===== config.mk =====
export PLATFORM = sky130hd
export DESIGN_NAME = keypad_token_sequencer
export DESIGN_NICKNAME = d
export VERILOG_FILES = /design/src/rtl/keypad_token_sequencer.sv
export SDC_FILE = /design/constraint.sdc
export NUM_CORES = 1
export LEC_CHECK = 0
export CORE_ASPECT_RATIO = 1.1
export CORE_MARGIN = 3
export CORE_UTILIZATION = 40
export CTS_CLUSTER_SIZE = 28
export DETAILED_ROUTE_END_ITERATION = 10
export HOLD_SLACK_MARGIN = 0.15
export PLACE_DENSITY = 0.66
export SLEW_MARGIN = 25
export SYNTH_ARGS = -nofsm -noshare
export SYNTH_HDL_FRONTEND = slang
export SYNTH_SLANG_ARGS = --single-unit

===== constraint.sdc =====
create_clock -name clk -period 2.7 [get_ports clk]
set_input_delay 0.54 -clock clk [delete_from_list [all_inputs] [get_ports clk]]
set_output_delay 0.54 -clock clk [all_outputs]
set_load 0.005 [all_outputs]

===== src/rtl/keypad_token_sequencer.sv =====
// Keypad token sequencer: debounces keypad frames, builds a hex operand and
// issues PUSH / operator commands to the stack over a valid/ready handshake.
module keypad_token_sequencer #(
   parameter  int DEBOUNCE_FRAMES = 4,
   parameter  int RELEASE_FRAMES  = 2,
   parameter  int OPERAND_W       = 16,
   localparam int DW              = $clog2(OPERAND_W/4) + 1
) (
   input  logic                 clk,
   input  logic                 rst_n,
   input  logic                 scan_tick,
   input  logic                 key_hit,
   input  logic [3:0]           key_code,
   output logic                 cmd_valid,
   input  logic                 cmd_ready,
   output logic [2:0]           cmd_op,
   output logic [OPERAND_W-1:0] cmd_data,
   output logic [OPERAND_W-1:0] entry_value,
   output logic [DW-1:0]        entry_digits,
   output logic                 entry_ovf,
   output logic                 busy
);

   localparam logic [3:0]    DEB     = 4'(DEBOUNCE_FRAMES);
   localparam logic [3:0]    REL     = 4'(RELEASE_FRAMES);
   localparam logic [DW-1:0] MAXD    = DW'(OPERAND_W/4);
   localparam logic [2:0]    OP_PUSH = 3'd0;

   typedef enum logic [2:0] {IDLE, QUAL, PUSH_ISSUE, OP_ISSUE, WAIT_REL} state_t;

   state_t     state;
   logic [3:0] cap_code;
   logic [3:0] qcnt;
   logic [3:0] rcnt;
   logic [2:0] pend_op;

   logic       hit_tick;
   logic       accept;
   logic [3:0] qnext;
   logic [2:0] key_op;

   assign hit_tick = scan_tick & key_hit;
   assign qnext    = qcnt + 4'd1;
   // A..D map onto ADD..DIV (1..4) through their low three bits.
   assign key_op   = key_code[2:0] - 3'd1;
   assign busy     = (state != IDLE);

   always_comb begin
      accept = 1'b0;
      case (state)
         IDLE:    accept = hit_tick && (DEB == 4'd1);
         QUAL:    accept = hit_tick && (key_code == cap_code) && (qnext == DEB);
         default: accept = 1'b0;
      endcase
   end

   always_ff @(posedge clk or negedge rst_n) begin
      if (!rst_n) begin
         state        <= IDLE;
         cap_code     <= '0;
         qcnt         <= '0;
         rcnt         <= '0;
         pend_op      <= '0;
         cmd_valid    <= 1'b0;
         cmd_op       <= '0;
         cmd_data     <= '0;
         entry_value  <= '0;
         entry_digits <= '0;
         entry_ovf    <= 1'b0;
      end else if (accept) begin
         qcnt <= '0;
         rcnt <= '0;
         if (key_code <= 4'd9) begin
            if (entry_digits < MAXD) begin
               entry_value  <= OPERAND_W'({entry_value, key_code});
               entry_digits <= entry_digits + DW'(1);
            end else begin
               entry_ovf <= 1'b1;
            end
            state <= WAIT_REL;
         end else if (key_code == 4'hE) begin
            entry_value  <= '0;
            entry_digits <= '0;
            entry_ovf    <= 1'b0;
            state        <= WAIT_REL;
         end else if (key_code == 4'hF) begin
            pend_op   <= '0;
            cmd_valid <= 1'b1;
            cmd_op    <= OP_PUSH;
            cmd_data  <= entry_value;
            state     <= PUSH_ISSUE;
         end else if (entry_digits != '0) begin
            // Pending entry: push it first, then issue the operator.
            pend_op   <= key_op;
            cmd_valid <= 1'b1;
            cmd_op    <= OP_PUSH;
            cmd_data  <= entry_value;
            state     <= PUSH_ISSUE;
         end else begin
            pend_op   <= '0;
            cmd_valid <= 1'b1;
            cmd_op    <= key_op;
            cmd_data  <= '0;
            state     <= OP_ISSUE;
         end
      end else begin
         case (state)
            IDLE: if (hit_tick) begin
               cap_code <= key_code;
               qcnt     <= 4'd1;
               state    <= QUAL;
            end
            QUAL: if (scan_tick) begin
               if (hit_tick && key_code == cap_code) begin
                  qcnt <= qnext;
               end else begin
                  qcnt  <= '0;
                  state <= IDLE;
               end
            end
            PUSH_ISSUE: if (cmd_ready) begin
               entry_value  <= '0;
               entry_digits <= '0;
               entry_ovf    <= 1'b0;
               if (pend_op != '0) begin
                  cmd_op   <= pend_op;
                  cmd_data <= '0;
                  state    <= OP_ISSUE;
               end else begin
                  cmd_valid <= 1'b0;
                  rcnt      <= '0;
                  state     <= WAIT_REL;
               end
            end
            OP_ISSUE: if (cmd_ready) begin
               cmd_valid <= 1'b0;
               cmd_op    <= '0;
               pend_op   <= '0;
               rcnt      <= '0;
               state     <= WAIT_REL;
            end
            WAIT_REL: if (scan_tick) begin
               if (key_hit) begin
                  rcnt <= '0;
               end else if (rcnt + 4'd1 == REL) begin
                  rcnt  <= '0;
                  state <= IDLE;
               end else begin
                  rcnt <= rcnt + 4'd1;
               end
            end
            default: state <= IDLE;
         endcase
      end
   end

endmodule


# Yosys cells after proc, flatten, opt, wreduce, memory -nomap -nowiden
# Index checks and enable logic that the tools add are counted.
# totals
regBits	58
latchBits	0
ram_bits	0
romBits	0
in_bits	9
output_inout_bits	41
word_cells	141
n_memories	0
# op_classes
add_sub_neg	4
multipliers	0
n_div	0
magnitude_cmp	2
n_eq_ne	24
n_shift	0
mux	75
bitwise	2
reduce_logical	23
# ops
cell	n
16-bit 2-to-1 mux	14
3-bit 2-to-1 mux	31
4-bit 2-to-1 mux	11
3-bit inequality test (second input constant)	11
3-bit one-hot mux with 5 select lines	1
3-bit nonzero test	5
1-bit 2-to-1 mux	14
4-bit one-hot mux with 3 select lines	1
4-bit AND reduction	3
6-bit AND reduction	2
5-bit AND reduction	2
4-bit by 1-bit adder with 4-bit output (second input constant)	2
4-bit equality test (second input constant)	2
4-bit one-hot mux with 2 select lines	1
8-bit AND reduction	1
2-bit nonzero test	4
3-bit by 2-bit equality test with 1-bit output (second input constant)	2
3-bit one-hot mux with 2 select lines	1
3-bit AND reduction	2
4-bit by 2-bit equality test with 1-bit output (second input constant)	1
4-bit by 3-bit equality test with 1-bit output (second input constant)	1
4-bit equality test	1
4-bit <= comparator (second input constant)	1
2-bit inequality test (second input constant)	2
13 further kinds	14

# Longest topological paths before layout
# depth
word_depth	7
mapped_depth	9
mapped_depth_nobuf	7

# Least setup slack after synthesis
# OpenSTA, ideal clock, no wires.
# synth_timing
kind	register -> register
from	reg qcnt[0]
to	reg entry_value[3]
t_arrival_ns	2.155
slack_ns	0.424
stages_incl_launch_ff	10
path_buffers	3
cell_sequence	dfrtp_1 -> ha_1 -> or3b_1 -> buf_6 -> nor4b_4 -> nand3b_2 -> o21a_1 -> buf_6 -> buf_8 -> a22o_1
# synth_via
elab_chain_cells	6
elab_cells_between_ends	10
# synth_lines
item	line	source
start: declaration	33	logic [3:0] qcnt;
start signal: assignment	115	qcnt <= qnext;
4-bit by 1-bit adder with 4-bit output (*)	43	assign qnext = qcnt + 4'd1;
4-bit by 3-bit equality test with 1-bit output (*)	52	QUAL: accept = hit_tick && (key_code == cap_code) && (qnext == DEB);
1-bit logical AND (*)	52	
1-bit 2-to-1 mux (*)	50	case (state)
3-bit by 2-bit inequality test with 1-bit output (no line), or another cell as far along	-	
4-bit AND reduction (no line)	-	
end signal: assignment	75	entry_value <= OPERAND_W'({entry_value, key_code});
end: declaration	18	output logic [OPERAND_W-1:0] entry_value,
# Mark *: on every way between the ends. The rest lies on a longest branch, timed or not.
# A chain may end at the register's enable or synchronous reset.

# Final worst setup path
# layout_timing
from	reg qcnt[0]
to	reg entry_digits[0]
# layout_via
elab_chain_cells	6
elab_cells_between_ends	10
# layout_lines
item	line	source
4-bit by 1-bit adder with 4-bit output (*)	43	
4-bit by 3-bit equality test with 1-bit output (*)	52	
1-bit logical AND (*)	52	
1-bit 2-to-1 mux (*)	50	
3-bit by 2-bit inequality test with 1-bit output (no line), or another cell as far along	-	
4-bit AND reduction (no line)	-	
end signal: assignment	76	entry_digits <= entry_digits + DW'(1);
end: declaration	19	output logic [DW-1:0] entry_digits,
# Marks and branches as above.

==> summary.md <==
| Metric | Value |
|---|---|
| Status | `finished clean` |
| Critical-path top delay cell | `or3b_1` |
| Pre-Repair DR Iteration Count | `4` |
| Vias in the first global route | `2351` |
| Worst clock skew | `0.00938 ns` |
| Post-Place Worst Slack | `-0.0134 ns` |
| Critical path endpoint category | `flop` |
| Num ports | `50` |
| Clock transition at path regs | `0.07 ns` |
| FF-to-FF setup slack | `0.25 ns` |
| Number of routed nets with antenna violations | `0` |
| Layout Nets | `375` |
| Deepest clock path buffer count | `2` |
| Async SR Flop Fraction | `1.00` |
| CTS tree | `built` |
| Finished Core Util | `0.554` |
| CTS Sinks | `58` |
| Hpwl dp | `5.12 mm` |
| Max VDD drop | `0.313 mV` |
| Min setup slack post-route | `0.248 ns` |
| Synth warn | `0` |
| Cell area after layout | `3970 sq um` |
| Top-count cell post-synth | `dfrtp_1` |
| Slew HR | `0.513` |
| Setup TNS | `0 ns` |
| CORE AREA | `7170 sq um` |
| Total of max-cap violations | `0` |
| Worst Tran Pin Value | `0.730 ns` |
| Wirelength, routed | `7.11 mm` |
| R2R depth | `8` |
| H-tree levels | `3` |
| Crit path buffers/inverters | `2` |
| Leak Pwr | `1.73 nW` |
| Register area share after synthesis | `0.482` |
| Distinct cells, synth | `56` |
| Post-Place Cells | `431` |
| CP Launch Type | `flop` |
| DRT iter0 DRCs | `134` |
| Worst Path Required | `2.92 ns` |
| CP top delay family | `simple AND/OR/NAND/NOR gates` |
| Die X | `88.7 um` |
| Synthesized flop and latch total | `58` |
| Mean Syn Cell Area | `10.4 sq um` |
| Fmax | `408 MHz` |
| Die Area | `8600 sq um` |
| Via count | `2445` |
| Post-Synthesis Cells | `289` |
| Largest cells by area after synthesis | `dfrtp_1 48%, a22o_1 5.2%, mux2_2 4.5%, nand3_1 4.3%, ha_1 3.7%` |
| Final setup fails | `0` |
| FF-to-FF Start | `qcnt[0]` |
| Row count | `32` |
| Placed cell area | `3720 sq um` |
| TritonCTS buffer count | `9` |
| Post-route insts no fill | `447` |
| EDFF count, synth | `0` |
| Antenna violations before repair | `0` |
| First-pass GRT wire length | `12.0 mm` |
| RR Endpoint | `entry_digits[0]` |
| Synth top cells by count | `58 x dfrtp_1, 30 x nand2_1, 26 x nand3_1` |
| Die Height | `97.0 um` |
| Synthesized cell area | `3010 sq um` |
| Path length in cells of the critical path | `8` |
| Post-CTS Setup Inserts | `0` |
| Max Slew Vio Count | `0` |
| Tmin final | `2.45 ns` |
| Post-synth top area share | `0.482` |
| Port buffer count | `49` |
| Antenna cells | `0` |
| Layout cells sized above 1 | `0.174` |
| Dominant cell type by area after synthesis | `dfrtp_1` |
| WL/cell | `15.9 um` |
| CP peak stage delay | `0.51 ns` |
| Worst Setup SP | `qcnt[0]` |
| Final count of hold timing violations | `0` |
| Peak fanout along the critical path | `18` |
| RSZ-0062 raised after global routing | `no` |
| Grt total ovfl | `0` |
| Critical-path cell list | `ha_1 -> or3b_1 -> nor4b_4 -> buf_4 -> nand3b_2 -> o21a_1 -> buf_12 -> mux2_2` |
| Tot Pwr | `2.36 mW` |
| Residual DRC | `0` |
| CP endpoint | `entry_digits[0]` |
| Post_cts resized | `0` |
| Syn nets | `307` |
| Clk_lat worst skew | `0.33 ns` |
| CP Class | `reg2reg` |
| Cts hold-fix bufs | `0` |
| Tot GR Track Use | `0.178` |
| Vias per std cell | `5.47` |
| Worst min path class | `in2async` |
| Hold slack final | `0.257 ns` |
| Largest net degree at the start of global routing | `32` |
| Clock root buffer | `clkbuf_8` |
| Routability Congestion | `0.842` |
| Initial core utilization | `0.420` |
| P per Cell Area | `594 nW/um^2` |
| CP arrival | `2.67 ns` |
| Prevailing post-synth register cell | `dfrtp_1` |
| Final worst path period share | `0.908` |
| Layout area overhead | `31.8%` |
[cells by family (layout without fill, tap and decap cells)]
| group | Yosys count | count (layout) | share of synthesized area |
|---|---|---|---|
| simple gates | 103 | 103 | 0.194 |
| compound gates | 74 | 74 | 0.173 |
| flops | 58 | 58 | 0.482 |
| buf+inv | 25 | 98 | 0.0445 |
| mux | 14 | 14 | 0.0515 |
| fa+ha+maj | 9 | 9 | 0.0374 |
| xor+xnor | 6 | 6 | 0.0175 |
[where the power goes]
part | total [mW] | switching [mW] | leakage (nW) | internal [mW]
clock network | 0.990 | 0.370 | 0.124 | 0.620
logic | 0.402 | 0.196 | 0.823 | 0.206
registers | 0.965 | 0.0434 | 0.787 | 0.921
[routing by layer]
metal  vias to the layer above  track usage  wire length [um]
li1                       1203            -                 -
met1                      1175        0.252              3280
met2                        56        0.266              3400
met3                        11       0.0341               313
met4                         0       0.0698               123
met5                         -            0                 0
[layout make-up]
type / instances / area [sq um]
Clock buffer: 9 / 124
Clock inverter: 7 / 125
Fill cell: 632 / 3200
Inverter: 9 / 33.8
Multi-Input combinational cell: 206 / 1430
Sequential cell: 58 / 1450
Tap cell: 85 / 106
Timing Repair Buffer: 73 / 703
[registers in the layout (all words and copies together) (netlist names)]
| signal | flops |
|---|---|
| cmd_data | 16 |
| cmd_op | 3 |
| rcnt | 4 |
| qcnt | 4 |
| entry_value | 16 |
| entry_digits | 3 |
| pend_op | 3 |
| state | 3 |
| cap_code | 4 |
| entry_ovf | 1 |
| cmd_valid | 1 |
[how the worst min path moves through the flow]
stage,start,end,cells past startpoint
CTS,rst_n,cmd_data[6],1
global route,rst_n,cmd_data[6],1
finish,rst_n,cmd_data[6],1
global placement,cmd_data[9],cmd_data[9],2
detailed placement,cmd_data[9],cmd_data[9],2
floorplan,rst_n,cap_code[0],0
[cell usage in the layout (no fill, tap or decap), types with 3 or more instances in the layout]
cell type	instances
a21oi_1	7
bufinv_16	3
clkbuf_8	9
buf_12	3
o31ai_1	3
clkinv_4	3
a22o_1	18
buf_4	21
nor3_1	7
nand2b_1	3
o21a_1	5
o21ai_0	22
mux2_2	12
nand2_1	30
xnor2_1	5
inv_1	9
nor2_1	6
clkdlybuf4s50_1	48
or3_1	3
ha_1	9
nand3b_1	3
nor2b_1	7
dfrtp_1	58
nand3_1	26
Power figures use the tool's default switching activity.
